**config.mk**
```make
export PLATFORM = sky130hd
export DESIGN_NAME = pwm_multi
export DESIGN_NICKNAME = d
export VERILOG_FILES = /design/src/rtl/pwm_multi_pkg.sv /design/src/rtl/pwm_timebase.sv /design/src/rtl/pwm_multi.sv
export SDC_FILE = /design/constraint.sdc
export NUM_CORES = 1
export LEC_CHECK = 0
export BUFFER_PORTS_ARGS = -buffer_cell sky130_fd_sc_hd__buf_4
export CORE_ASPECT_RATIO = 0.6
export CORE_MARGIN = 5
export CORE_UTILIZATION = 60
export CTS_BUF_LIST = sky130_fd_sc_hd__clkbuf_8
export DETAILED_ROUTE_END_ITERATION = 6
export PLACE_DENSITY = 0.87
export SLEW_MARGIN = 20
export SYNTH_ARGS = -nofsm -noshare
export SYNTH_HDL_FRONTEND = slang
export SYNTH_HIERARCHICAL = 1
export SYNTH_SLANG_ARGS = --single-unit
```
**constraint.sdc**
```tcl
create_clock -name clk -period 3.1 [get_ports clk]
set_input_delay 0.155 -clock clk [delete_from_list [all_inputs] [get_ports clk]]
set_output_delay 0.155 -clock clk [all_outputs]
set_load 0.01 [all_outputs]
```
**src/rtl/pwm_multi_pkg.sv**
```systemverilog
// Shared definitions for the multi-channel PWM generator: mode and direction
// encodings plus the helper that locates a channel's duty field in the packed bus.
package pwm_multi_pkg;

    localparam logic MODE_EDGE   = 1'b0;
    localparam logic MODE_CENTER = 1'b1;

    typedef enum logic {
        DIR_UP   = 1'b0,
        DIR_DOWN = 1'b1
    } dir_t;

    // Lowest bit of channel ch's duty field in a bus of width-bit slices.
    function automatic int duty_lsb(input int ch, input int width);
        return ch * width;
    endfunction

endpackage

```
**src/rtl/pwm_timebase.sv**
```systemverilog
// Shared PWM timebase: prescaler, edge/center up-down counter, boundary detect
// and the double-buffered period/duty/mode registers swapped at boundaries.
module pwm_timebase
    import pwm_multi_pkg::*;
#(
    parameter int CHANNELS    = 4,
    parameter int CNT_WIDTH   = 16,
    parameter int PRESC_WIDTH = 8
) (
    input  logic                          clk,
    input  logic                          rst,
    input  logic [PRESC_WIDTH-1:0]        prescale,
    input  logic [CNT_WIDTH-1:0]          period,
    input  logic [CHANNELS*CNT_WIDTH-1:0] duty,
    input  logic                          center,
    input  logic                          load,
    output logic [CNT_WIDTH-1:0]          counter,
    output logic [CHANNELS*CNT_WIDTH-1:0] duty_act,
    output logic                          period_tick,
    output logic                          pending
);

    localparam logic [CNT_WIDTH-1:0] CNT_ONE = CNT_WIDTH'(1);

    logic [PRESC_WIDTH-1:0]        presc_reg, presc_next;
    logic [CNT_WIDTH-1:0]          cnt_reg, cnt_next;
    dir_t                          dir_reg, dir_next;
    logic [CNT_WIDTH-1:0]          period_act_reg, period_pend_reg;
    logic [CHANNELS*CNT_WIDTH-1:0] duty_act_reg, duty_pend_reg;
    logic                          mode_act_reg, mode_pend_reg;
    logic                          pending_reg, tick_reg;
    logic                          presc_tick, boundary;

    always_comb begin
        presc_tick = (presc_reg == prescale);
        presc_next = presc_tick ? '0 : presc_reg + 1'b1;
        cnt_next   = cnt_reg;
        dir_next   = dir_reg;
        boundary   = 1'b0;
        if (presc_tick) begin
            if (mode_act_reg == MODE_EDGE) begin
                if (cnt_reg == period_act_reg) begin
                    cnt_next = '0;
                    boundary = 1'b1;
                end else begin
                    cnt_next = cnt_reg + 1'b1;
                end
            end else if (period_act_reg == '0) begin
                cnt_next = '0;
                boundary = 1'b1;
            end else if (dir_reg == DIR_UP) begin
                if (cnt_reg == period_act_reg) begin
                    // With P=1 the turnaround point is also the last count of the period.
                    if (period_act_reg == CNT_ONE) begin
                        cnt_next = '0;
                        boundary = 1'b1;
                    end else begin
                        cnt_next = cnt_reg - 1'b1;
                        dir_next = DIR_DOWN;
                    end
                end else begin
                    cnt_next = cnt_reg + 1'b1;
                end
            end else begin
                if (cnt_reg == CNT_ONE) begin
                    cnt_next = '0;
                    dir_next = DIR_UP;
                    boundary = 1'b1;
                end else begin
                    cnt_next = cnt_reg - 1'b1;
                end
            end
        end
    end

    always_ff @(posedge clk) begin
        if (!rst) begin
            presc_reg       <= '0;
            cnt_reg         <= '0;
            dir_reg         <= DIR_UP;
            period_act_reg  <= '0;
            duty_act_reg    <= '0;
            mode_act_reg    <= MODE_EDGE;
            period_pend_reg <= '0;
            duty_pend_reg   <= '0;
            mode_pend_reg   <= MODE_EDGE;
            pending_reg     <= 1'b0;
            tick_reg        <= 1'b0;
        end else begin
            presc_reg <= presc_next;
            cnt_reg   <= cnt_next;
            dir_reg   <= dir_next;
            tick_reg  <= boundary;
            if (boundary) begin
                // A load landing on the boundary bypasses the pending stage.
                if (load) begin
                    period_act_reg <= period;
                    duty_act_reg   <= duty;
                    mode_act_reg   <= center;
                end else if (pending_reg) begin
                    period_act_reg <= period_pend_reg;
                    duty_act_reg   <= duty_pend_reg;
                    mode_act_reg   <= mode_pend_reg;
                end
                pending_reg <= 1'b0;
            end else if (load) begin
                period_pend_reg <= period;
                duty_pend_reg   <= duty;
                mode_pend_reg   <= center;
                pending_reg     <= 1'b1;
            end
        end
    end

    assign counter     = cnt_reg;
    assign duty_act    = duty_act_reg;
    assign period_tick = tick_reg;
    assign pending     = pending_reg;

endmodule

```
**src/rtl/pwm_multi.sv**
```systemverilog
// Multi-channel PWM generator: one shared timebase, per-channel unsigned compare
// with enable/polarity applied in a single output register stage.
module pwm_multi
    import pwm_multi_pkg::*;
#(
    parameter int CHANNELS    = 4,
    parameter int CNT_WIDTH   = 16,
    parameter int PRESC_WIDTH = 8
) (
    input  logic                          clk,
    input  logic                          rst,
    input  logic [PRESC_WIDTH-1:0]        prescale,
    input  logic [CNT_WIDTH-1:0]          period,
    input  logic [CHANNELS*CNT_WIDTH-1:0] duty,
    input  logic                          center,
    input  logic                          load,
    input  logic [CHANNELS-1:0]           enable,
    input  logic [CHANNELS-1:0]           polarity,
    output logic [CHANNELS-1:0]           pwm,
    output logic                          period_tick,
    output logic                          pending
);

    logic [CNT_WIDTH-1:0]          counter;
    logic [CHANNELS*CNT_WIDTH-1:0] duty_act;
    logic [CHANNELS-1:0]           raw;
    logic [CHANNELS-1:0]           pwm_reg, pwm_next;

    pwm_timebase #(
        .CHANNELS   (CHANNELS),
        .CNT_WIDTH  (CNT_WIDTH),
        .PRESC_WIDTH(PRESC_WIDTH)
    ) u_timebase (
        .clk        (clk),
        .rst        (rst),
        .prescale   (prescale),
        .period     (period),
        .duty       (duty),
        .center     (center),
        .load       (load),
        .counter    (counter),
        .duty_act   (duty_act),
        .period_tick(period_tick),
        .pending    (pending)
    );

    genvar gi;
    generate
        for (gi = 0; gi < CHANNELS; gi++) begin : g_chan
            assign raw[gi] = (counter < duty_act[duty_lsb(gi, CNT_WIDTH) +: CNT_WIDTH]);
        end
    endgenerate

    // Disabled channels sit at their inactive level, which is the polarity bit.
    assign pwm_next = (enable & (raw ^ polarity)) | (~enable & polarity);

    always_ff @(posedge clk) begin
        if (!rst) begin
            pwm_reg <= '0;
        end else begin
            pwm_reg <= pwm_next;
        end
    end

    assign pwm = pwm_reg;

endmodule

```
==> results.tsv <==
metric	value	unit
status	complete, but fails checks	
violations	DRC	
num_vias	9792	
synth_area_leaders	dfxtp_1 36%, mux2i_1 16%, ha_1 7.5%	
async_flop_share	0	%
first_iter_violations	1188	
cp.required	3.46	ns
worstSetupPathType	flip-flop to flip-flop	
ff2ff_setup_slack	0.21	ns
num_antenna_cells	0	
syn-instance-count	1237	
h-tree-depth	4	
core	17300	um^2
wire_per_inst	17.5	um
finalMaxSlewViolations	0	
dieArea	20600	um^2
ys_warn_count	6	
synth_flop_cell	dfxtp_1	
first_pass_iters	7	
cts_root_buf	clkbuf_8	
placed_cell_area	11600	um^2
synth_commonest_cells	193 x dfxtp_1, 190 x nand2_1, 167 x mux2i_1, 102 x nor2_1, 84 x a211oi_1	
synth.most_common_cell	dfxtp_1	
rows	37	
p_leak	0.00539	uW
vdd.ir_drop.worst	0.000230	V
clock_sinks	193	
synth_cell_type_count	56	
nFillCells	1198	
path_cells	buf_4 > nor3_1 > nand4b_4 > o221ai_2 > o2111a_4 > buf_12 > nor2_1 > a211oi_1	
start_util	61.7	%
cp.arrival	3.26	ns
final_area	12900	um^2
syn_to_final_growth	20.7	%
cp-endpoint	u_timebase/duty_act[21]	
rr_endpoint	u_timebase/duty_act[21]	
grt_max_degree	116	
crit_start	u_timebase/counter[14]	
synth_top_cell_by_area	dfxtp_1	
endpoint_kind	flip-flop	
finalSetupViolCount	0	
place_ws	0.296	ns
cts_tree	yes	
fin_nets	1557	
clk-insertion-delay-late	0.48	ns
port_buffers	105	
die_width	182	um
grt_usage	27.5	%
syn_area	10700	um^2
finalCritPeriodShare	93.4	%
clk_pin_slew	0.11	ns
finalHoldViolations	0	
fin_setup_tns	0	ns
ios	106	
place_congestion	0.990	
critical_path.startpoint_type	flip-flop	
postRouteAntennaNets	0	
grt_setup_unrepaired	false	
max_freq	0.345	GHz
tightest_slew	1.12	ns
ys_seq_area_share	36.3	%
min-delay-start	enable[1]	
critical_path.slowest_cell	dfxtp_1	
max_cap_violations	0	
yosys.area.top_type_share	36.3	%
vias_per_cell	5.97	
period_needed	2.89	ns
grt_antenna_before_repair	1	
worst_slew_margin_rel	25.7	%
hold_class	input pin to flip-flop	
post-route-util	74.5	%
grt_pass1_wl	47000	um
cp_max_fo	74	
cts_buffers	17	
reg2reg_depth	8	
power_density	382	nW/um^2
final.setup_skew	0.0198	ns
grt_pass1_vias	9705	
r2r-start	u_timebase/counter[14]	
ys_ff_latch	193	
die_y	113	um
drive_gt1_share	12.9	%
cts_setup_buffers	0	
finalWorstSetupSlack	0.205	ns
cp_slowest_stage_delay	0.48	ns
cts_buffer_depth	2	
synth_edf_count	0	
grt-ovfl-total	0	
dpl.hpwl	18600	um
syn_nets	1401	
avgSynthCellArea	8.61	um^2
totalWireLength	28800	um
route.detailed.drc	29	
## power by group
part	switching (uW)	internal, uW	leakage, uW
logic	306	313	0.00362
registers	44.6	2560	0.00157
clock network	1000	686	0.000201
total	1350	3550	0.00539
## cell type report
cell class	count	area, um^2	area share, %
Timing Repair Buffer	222	1940	15.1
Clock buffer	18	248	1.93
Clock inverter	14	145	1.13
Inverter	82	308	2.39
Sequential cell	193	3860	30.1
Tap cell	234	293	2.28
Multi-Input combinational cell	877	6060	47.1
## per-layer routing
| layer | global-route usage (%) | vias up | share of wire (%) |
|---|---|---|---|
| li1 | - | 4660 | - |
| met1 | 35.0 | 4511 | 41 |
| met2 | 45.5 | 495 | 46 |
| met3 | 6.36 | 124 | 9.3 |
| met4 | 11.1 | 2 | 3.5 |
| met5 | 0 | - | 0.045 |
## through the flow
stage,cells,hold slack (ns),total power (uW)
final,1640,0.119,4910
after global routing,1640,0.115,5090
after global placement,1523,0.416,3150
after CTS,1640,0.107,4900
after detailed placement,1523,0.423,3170
after floorplan,1237,0.294,2970
## what timing repair did
item | CTS | global route
hold endpoints to repair | 85 | 0
setup endpoints to repair | 0 | 2
gates resized for setup | 0 | 2
hold buffers | 85 | 0
## worst max-delay path: cells and delay by family (launching register included)
family | cells | cell delay, ns
flops | 1 | 0.48
simple gates | 3 | 0.72
buf+inv | 2 | 0.54
compound gates | 3 | 0.98
## cells in the final DEF, fill, tap and decap left out, types with 25 or more instances in the layout
cell | synthesis | final
dfxtp_1 | 193 | 193
nand2_1 | 190 | 190
mux2i_1 | 167 | 167
buf_4 | 10 | 132
nor2_1 | 102 | 102
dlygate4sd3_1 | 0 | 85
a211oi_1 | 84 | 84
inv_1 | 82 | 82
ha_1 | 64 | 64
o21ai_0 | 27 | 27
a21oi_1 | 25 | 25
## how the worst min path moves through the flow
stage	depth (start not counted)	endpoint
floorplan	2	pwm[0]
global placement	3	pwm[3]
detailed placement	3	pwm[2]
CTS	4	pwm[0]
global route	4	pwm[0]
finish	4	pwm[1]
## cell families after synthesis
group                      count (synthesis)  share of synthesized area (%)
AOI/OAI and AO/OA                        195                           13.1
xor gates and xnor gates                  34                           2.80
adders and majority gates                 64                           7.52
buffers and inverters                    167                           7.09
DFF                                      193                           36.3
muxes                                    167                           15.7
and+or+nand+nor                          417                           17.5
(Power assumes the default switching activity.)
